File: src/rtl/unstacker.sv
// ---------------------------------------------------------------------------
// unstacker
//
// Purpose:
//   Breaks wide MIG read phrases (CHUNK_W bits) into a serial stream of
//   PIXEL_W-bit words, least-significant word first. It sits between the MIG
//   read-data FIFO and the pixel consumer and undoes the write-side stacker.
//   Both sides use valid/ready handshakes.
//
// Ports:
//   clk           in   1        system clock, rising edge
//   rst_n         in   1        asynchronous active-low reset
//   chunk_tvalid  in   1        input chunk valid
//   chunk_tready  out  1        a chunk can be taken this cycle
//   chunk_tdata   in   CHUNK_W  chunk; word k = bits [PIXEL_W*k +: PIXEL_W]
//   chunk_tlast   in   1        chunk ends a frame/burst
//   pixel_tvalid  out  1        output word valid
//   pixel_tready  in   1        downstream takes the word this cycle
//   pixel_tdata   out  PIXEL_W  output word
//   pixel_tlast   out  1        final word of a chunk that carried tlast
//   busy          out  1        a chunk is held and not fully drained
// ---------------------------------------------------------------------------
module unstacker #(
    parameter int CHUNK_W = 128,
    parameter int PIXEL_W = 16
) (
    input  logic               clk,
    input  logic               rst_n,
    input  logic               chunk_tvalid,
    output logic               chunk_tready,
    input  logic [CHUNK_W-1:0] chunk_tdata,
    input  logic               chunk_tlast,
    output logic               pixel_tvalid,
    input  logic               pixel_tready,
    output logic [PIXEL_W-1:0] pixel_tdata,
    output logic               pixel_tlast,
    output logic               busy
);

    localparam int NWORDS = CHUNK_W / PIXEL_W;
    localparam int IDX_W  = (NWORDS > 1) ? $clog2(NWORDS) : 1;
    localparam logic [IDX_W-1:0] LAST_IDX = IDX_W'(NWORDS - 1);

    // A partial trailing word would be silently dropped, so refuse to build.
    if (CHUNK_W % PIXEL_W != 0) begin : g_width_check
        $error("unstacker: CHUNK_W must be a multiple of PIXEL_W");
    end

    logic [CHUNK_W-1:0] sr_q, sr_d;
    logic [IDX_W-1:0]   idx_q, idx_d;
    logic               have_q, have_d;
    logic               last_q, last_d;

    logic               final_word;
    logic               acc_in;
    logic               acc_out;

    // Outputs are taken straight from the state registers, so pixel_tvalid
    // never depends on pixel_tready.
    assign pixel_tvalid = have_q;
    assign pixel_tdata  = sr_q[PIXEL_W-1:0];
    assign pixel_tlast  = have_q & last_q & final_word;
    assign busy         = have_q;

    // The only combinational path through the block: when the last word of
    // the held chunk is leaving, a new chunk may load in the same cycle so
    // the output stream has no bubble between chunks.
    always_comb begin
        final_word   = (idx_q == LAST_IDX);
        chunk_tready = !have_q | (pixel_tready & final_word);
        acc_in       = chunk_tvalid & chunk_tready;
        acc_out      = have_q & pixel_tready;
    end

    // Next-state logic. A load takes priority over draining the final word;
    // otherwise an accepted word shifts the register down by one word (zero
    // fill) until the final word, which empties the holder.
    always_comb begin
        sr_d   = sr_q;
        idx_d  = idx_q;
        have_d = have_q;
        last_d = last_q;
        if (acc_in) begin
            sr_d   = chunk_tdata;
            idx_d  = '0;
            have_d = 1'b1;
            last_d = chunk_tlast;
        end else if (acc_out) begin
            if (final_word) begin
                have_d = 1'b0;
                idx_d  = '0;
            end else begin
                sr_d  = sr_q >> PIXEL_W;
                idx_d = idx_q + IDX_W'(1);
            end
        end
    end

    // State registers; reset discards any partially drained chunk.
    always_ff @(posedge clk or negedge rst_n) begin
        if (!rst_n) begin
            sr_q   <= '0;
            idx_q  <= '0;
            have_q <= 1'b0;
            last_q <= 1'b0;
        end else begin
            sr_q   <= sr_d;
            idx_q  <= idx_d;
            have_q <= have_d;
            last_q <= last_d;
        end
    end

endmodule
File: config.mk
export PLATFORM = sky130hd
export DESIGN_NAME = unstacker
export DESIGN_NICKNAME = d
export VERILOG_FILES = /design/src/rtl/unstacker.sv
export SDC_FILE = /design/constraint.sdc
export NUM_CORES = 1
export LEC_CHECK = 0
export BUFFER_PORTS_ARGS = -buffer_cell sky130_fd_sc_hd__buf_2
export CORE_AREA = 2 2 133 135
export DETAILED_ROUTE_END_ITERATION = 6
export DIE_AREA = 0 0 135 137
export MAX_ROUTING_LAYER = met4
export PLACE_DENSITY = 0.77
export SLEW_MARGIN = 20
export SYNTH_ARGS = -nofsm -noshare
export SYNTH_HDL_FRONTEND = slang
export SYNTH_SLANG_ARGS = --single-unit
File: constraint.sdc
create_clock -name clk -period 3.35 [get_ports clk]
set_clock_uncertainty 0.2 [all_clocks]
set_input_delay 0.67 -clock clk [delete_from_list [all_inputs] [get_ports clk]]
set_output_delay 0.67 -clock clk [all_outputs]
set_load 0.02 [all_outputs]
# Yosys cells after proc, flatten, opt, wreduce, memory -nomap -nowiden
# Index checks and enable logic that the tools add are counted.
# word_totals
ff_bits	133
inputBits	133
out_inout_bits	20
word_cells	27
# op_classes
n_addsub	1
eq_ne	2
mux	9
bitwise_logic	6
n_reduce_logical	5
# ops
op	count
$mux 128	3
$mux 3	3
$and 1x1->1	5
$reduce_and 2->1	2
$reduce_bool 2->1	2
$add 3x1->3 const B	1
$eq 3x3->1 const B	1
$mux 1	3
$ne 2x1->1 const B	1
$logic_not 1->1	1
$or 1x1->1	1

# Logic depth before layout (Yosys ltp)
# Gate-level depths: netlist (run 1).
# depth
word_depth	6
mapped_depth	7

# Worst setup path before layout (run 1)
# Ideal clock, no wire load.
# synth_timing
kind	reg2out
from	register have_q (netlist: busy)
to	output port pixel_tlast
t_arrival_ps	1388
t_required_ps	2480
slack_ps	1092
path_stages_with_launch	5
cell_sequence	dfrtp_1 -> buf_2 -> buf_2 -> buf_2 -> and3_1
# synth_via
elab_chain_cells	2
# synth_lines
item	line	text
start: declaration	51	logic have_q, have_d;
start signal: assignment	109	have_q <= have_d;
$and 1x1->1 (2 in series)	62	assign pixel_tlast = have_q & last_q & final_word;
end: declaration	36	output logic pixel_tlast,
# Every way passes these cells.

# Worst setup path in the final report (run 1)
# layout_timing
from	register idx_q[0]
to	output port chunk_tready
# layout_via
elab_chain_cells	3
# layout_lines
item	line	text
start: declaration	50	logic [IDX_W-1:0] idx_q, idx_d;
start signal: assignment	108	idx_q <= idx_d;
$eq 3x3->1	69	final_word = (idx_q == LAST_IDX);
$and 1x1->1	70	chunk_tready = !have_q | (pixel_tready & final_word);
$or 1x1->1	70	
end: declaration	30	output logic chunk_tready,
# Every way passes these cells.

==> flow_summary.ini, run 1 <==
[run_status]
status = finished clean

[timing]
setup_viol = 0
max_slew_margin = 0.492
timing.final.crit_share = 0.824
rsz0062_at_grt = false
setup_tns_ns = 0
worst_pin_slew_ns = 0.762
hold_viol = 0
drv_slew = 0
fin_ws_ns = 0.591
fmax_mhz = 362
min_period_ns = 2.76

[synth]
syn_area_mm2 = 0.00916
synthArstFlopShare = 1.00
synthCells = 855
yosysWarnings = 0
synth_top_area_frac = 0.363
synth.area.top_cells = dfrtp_1 (36%), mux2_2 (14%), and3b_1 (11%), o221a_1 (9.8%), nor3b_1 (9.2%)
ys.flop_type = dfrtp_1
ys_seq_elements = 133
yosysSeqAreaShare = 0.363
synth_edf_count = 0
yosysTopAreaCell = dfrtp_1
yosysMostFrequentCell = dfrtp_1
synth_cell_types = 26
synth_common_cells = dfrtp_1 (133), and3b_1 (112), mux2_2 (112), nor3b_1 (112), o221a_1 (80)
synth_area_per_cell_um2 = 10.7
synth_nets = 990

[cells_and_area]
nNetsFinal = 1055
syn2layout_area_growth_pct = 14.3
seq_area_mm2 = 0.00333
final_util = 0.614
multi_input_area_mm2 = 0.00525
fillCellCount = 1399
drive_above_1_share = 0.372

[power]
p_leak_uw = 0.00447
p_per_area_mw_per_mm2 = 719
max-vdd-ir-drop_mv = 0.469

[die]
initial_core_util = 0.537
die_h_um = 137
die-area_mm2 = 0.0185
rows = 48
ioPinCount = 153
core_mm2 = 0.0171
fp.dieW_um = 135

[clocking]
cts_hold_buf = 0
cts_resized = 0
clockRootBuffer = clkbuf_16
post_cts_buffers = 0
clk_path_buf_depth = 2
numCtsBuffers = 17
cts.sinks = 133
clock_latency_ns = 0.42
cts_tree = done
path_clk_slew_ns = 0.06
htree_levels = 4

[setup_path]
path_class = reg -> out
cp-end-kind = output port
critical_path_required_ns = 2.48
arrival_ns = 1.89
cp-start-kind = flop
cp_max_fo = 35

[global_route]
grt_pass1_wl_um = 38000
grt.total_usage = 0.267
grt_pass1_vias = 7153
grt_start_max_net_pins = 126
antenna_found_initial = 1
grt-ovfl-total = 0

[drt]
via_count = 7406
ant_nets = 0
wl_per_cell_um = 20.3
drc = 0
drt_pass1_iterations = 5
routed_wl_um = 23600
initialDrtViolationCount = 718
viasPerCell = 6.39

[placement]
hpwl_um = 14300
place.gp.congestion = 0.789
pre_cts_ws_ns = 0.870
port_buffers = 152

[min_path]
holdCritPathClass = in -> async

[job]
drv_cap = 0
cell type report:
class,instances,area share
well taps,225,0.0269
inverters,2,0.000717
clock buffers,20,0.0427
multi-input cells,601,0.501
flip-flops and latches,133,0.318
diodes,1,0.000239
clock inverters,12,0.0171
repair buffers,165,0.0930
state kept, by name, summed over array words and instances, names as in the netlist:
| register | flops |
|---|---|
| idx_q | 3 |
| sr_q | 128 |
| busy | 1 |
| last_q | 1 |
critical path, cell delays in order (launching register included):
cell,delay (ns)
dfrtp_1,0.40
ha_1,0.21
ha_4,0.42
nand2_2,0.14
nand2_1,0.12
buf_2,0.17
final timing paths:
path	from	to	slack, ns	cells after the start
max	idx_q[0]$_DFFE_PN0P_	chunk_tready	0.59	5
min	rst_n	sr_q[47]$_DFFE_PN0P_	0.02	1
max reg2reg	idx_q[0]$_DFFE_PN0P_	sr_q[32]$_DFFE_PN0P_	0.99	6
min reg2reg	sr_q[113]$_DFFE_PN0P_	sr_q[113]$_DFFE_PN0P_	0.30	1
max in group asynchronous	rst_n	sr_q[23]$_DFFE_PN0P_	2.24	2
min in group clk	chunk_tdata[115]	sr_q[115]$_DFFE_PN0P_	0.27	2
routing by layer:
layer / part of all wire / track usage / up-vias
met5: 0 / - / -
met2: 0.47 / 0.408 / 218
li1: - / - / 3460
met3: 0.046 / 0.0496 / 26
met4: 0.020 / 0.0851 / 0
met1: 0.46 / 0.360 / 3702
cell families (layout without fill, tap and decap cells):
logic type	Yosys count	after routing	share of synthesized area
flops	133	133	0.363
simple gates	237	237	0.206
fa+ha+maj	2	2	0.00273
other cells	0	1	0
mux	114	114	0.140
compound gates	248	248	0.222
buf+inv	121	199	0.0666
cell usage in the layout, fill, tap and decap left out, types with 17 or more instances in the layout:
master     instances
buf_2            149
dfrtp_1          132
mux2_2           112
and3b_1          112
nor3b_1          112
o221a_1           80
o21ai_0           58
o21ai_1           57
o221a_2           32
clkbuf_16         17
power by group:
group | switching [uW] | internal (uW) | leakage (uW)
registers | 581 | 2250 | 0.00150
clock network | 736 | 1270 | 0.000296
logic | 1230 | 1460 | 0.00267
total | 2550 | 4980 | 0.00447
per-stage QoR:
| stage | instance area, um2 | cells | hold slack (ns) | power, uW |
|---|---|---|---|---|
| after floorplan | 9160 | 855 | 0.174 | 4880 |
| after global placement | 9840 | 1126 | 0.264 | 5430 |
| after detailed placement | 9840 | 1126 | 0.292 | 5520 |
| after CTS | 10500 | 1158 | 0.0395 | 7550 |
| after global routing | 10500 | 1159 | 0.0602 | 8000 |
| final | 10500 | 1159 | 0.0153 | 7520 |
No activity file was read; power rests on OpenSTA's default activity.
==> run 2, diff against run 1 <==
ABC_AREA = 1   (was default)
CORE_AREA = 2 2 125 127   (was 2 2 133 135)
DIE_AREA = 0 0 127 129   (was 0 0 135 137)
PLACE_DENSITY = 0.75   (was 0.77)
clock period = 2.5 ns   (was 3.35 ns; I/O delays follow)
==> flow_summary.ini, run 2 <==
[run_status]
status = finished clean

[placement]
place_area_mm2 = 0.00804
place.gp.congestion = 0.854
port_buffers = 152
hpwl_um = 11900

[clocking]
htree_levels = 4
clock_latency_ns = 0.41
numCtsBuffers = 17
path_clk_slew_ns = 0.05
post_cts_buffers = 0
clockRootBuffer = clkbuf_16
clk_path_buf_depth = 2
cts_tree = done
cts.sinks = 133

[synth]
ys.flop_type = dfrtp_1
synthSimpleGateAreaFrac = 0.346
ys_seq_elements = 133
synthCells = 1064
syn_area_mm2 = 0.00735
yosysTopAreaCell = dfrtp_1
synthArstFlopShare = 1.00
synth_xor_area_frac = 0
yosysSeqAreaShare = 0.453
synth_top_family_by_area = simple AND/OR/NAND/NOR gates
synthAdderAreaFrac = 0.00341
yosysMostFrequentCell = nand2_1
yosysWarnings = 0
synth_top_area_frac = 0.453
synth_compound_area_frac = 0.0123
synth_area_per_cell_um2 = 6.91
synth_common_cells = nand2_1 (365), inv_1 (227), nand3_1 (226)
synth_nets = 1199
synth_cell_types = 17
synth.area.top_cells = dfrtp_1 (45%), nand2_1 (19%), nand3_1 (15%), inv_1 (12%), buf_4 (3.9%)
synth_edf_count = 0
synthMuxAreaShare = 0

[timing]
max_slew_margin = 0.600
min_period_ns = 2.41
fmax_mhz = 415
timing.final.crit_share = 0.964
worst_pin_slew_ns = 0.599
setup_viol = 0
rsz0062_at_grt = false
drv_slew = 0
hold_viol = 0
setup_tns_ns = 0

[power]
power.switching_uw = 2780
clkPwrFrac = 0.304
intPower_uw = 5380
p_leak_uw = 0.00542
max-vdd-ir-drop_mv = 0.542
switching_share = 0.341
seqPwrFrac = 0.408
p_comb_frac = 0.289
p_per_area_mw_per_mm2 = 943

[cells_and_area]
seq_area_mm2 = 0.00333
top_register = sr_q
mostFrequentLayoutCells = nand2_1 (364), inv_1 (227), nand3_1 (226)
final_util = 0.577
fillCellCount = 1475
largest_reg_flops = 128
antenna_cells = 0
multi_input_area_mm2 = 0.00267
fin_area_mm2 = 0.00865
syn2layout_area_growth_pct = 17.7
drive_above_1_share = 0.170
reg_top3 = sr_q (128), idx_q (3)
nNetsFinal = 1302
layout_commonest_cell = nand2_1

[drt]
drt_pass1_iterations = 5
wl_per_cell_um = 13.3
via_count = 6737
ant_nets = 0
drc = 0
viasPerCell = 4.93
routed_wl_um = 18200
initialDrtViolationCount = 523

[global_route]
antenna_found_initial = 0
grt_pass1_vias = 6429
grt.total_usage = 0.239
grt_pass1_wl_um = 30200
grt-ovfl-total = 0
grt_start_max_net_pins = 113

[die]
ioPinCount = 153
initial_core_util = 0.491
die_h_um = 129
fp.dieW_um = 127
rows = 45
die-area_mm2 = 0.0164
core_mm2 = 0.0150

[setup_path]
cp_max_fo = 18
cp-start-kind = flop
arrival_ns = 1.71
critical_path_required_ns = 1.80
cp-end-kind = output port
path_class = reg -> out

[min_path]
holdCritPathClass = in -> reg

[job]
drv_cap = 0
==> run 2: cell count changes after synthesis, sizes merged, moves of 16 or more <==
cell and delta:
nor3b -112, inv +229, nand2 +361, o221a -112, and3b -112, o21ai -97, clkbuf -25, a22o -16
mux2 -113, nand3 +226
==> run 2: layout make-up <==
cell class	count	area share
inverter	231	0.100
sequential	133	0.385
clock inverter	3	0.00752
timing repair buffer	166	0.111
clock buffer	27	0.0605
multi-input combinational	618	0.309
tap	188	0.0272
==> run 2: repair_timing <==
action,4_1_cts,5_1_grt
resized for setup,0,2
endpoints found under the hold margin,57,0
setup endpoints to repair,0,1
hold buffers,1,0
==> run 2: through the flow <==
stage	hold WS (ns)	cells	power, uW	setup slack, ns
final	0.0949	1366	8160	0.0909
after detailed placement	0.260	1335	5700	0.368
after CTS	0.0853	1366	8220	0.0235
after floorplan	0.00441	1064	5140	0.635
after global routing	0.0906	1366	8740	0.0237
after global placement	0.258	1335	5630	0.384
==> run 2: path summary, 6_finish.rpt <==
kind,start,endpoint,slack (ns),cells after the start
setup / recovery,idx_q[0]$_DFFE_PN0P_,chunk_tready,0.09,6
hold / removal,chunk_tlast,last_q$_DFFE_PN0P_,0.09,3
setup reg to reg,idx_q[0]$_DFFE_PN0P_,sr_q[43]$_DFFE_PN0P_,0.34,9
hold reg to reg,sr_q[9]$_DFFE_PN0P_,sr_q[9]$_DFFE_PN0P_,0.27,2
max in group asynchronous,rst_n,sr_q[107]$_DFFE_PN0P_,1.01,3
min in group asynchronous,rst_n,sr_q[6]$_DFFE_PN0P_,0.41,2
==> run 2: power groups by stage <==
stage / clock network, uW / registers (uW) / logic [uW]
global route: 2610 / 3410 / 2720
global placement: 0 / 3330 / 2300
CTS: 2520 / 3320 / 2390
detailed placement: 0 / 3340 / 2360
floorplan: 0 / 3230 / 1910
finish: 2480 / 3320 / 2350
==> run 2: critical path: stages (launching register included) <==
cell     delay (ns)
dfrtp_1        0.39
ha_1           0.22
ha_1           0.20
nand2_2        0.09
nand2_4        0.06
buf_6          0.17
buf_2          0.17
==> run 2: logic make-up (layout without fill, tap and decap cells) <==
| logic type | Yosys count | count (layout) |
|---|---|---|
| adders and majority gates | 2 | 2 |
| buffers and inverters | 313 | 427 |
| and+or+nand+nor | 598 | 598 |
| AOI/OAI and AO/OA | 18 | 18 |
| DFF | 133 | 133 |
==> run 2: routing by layer <==
layer  vias to the layer above  global-route usage  routed length, um
met5                         -                   -                  0
met4                         0              0.0840                374
met3                        34              0.0482               1080
met2                       234               0.373               8790
met1                      3101               0.314               7930
li1                       3368                   -                  -
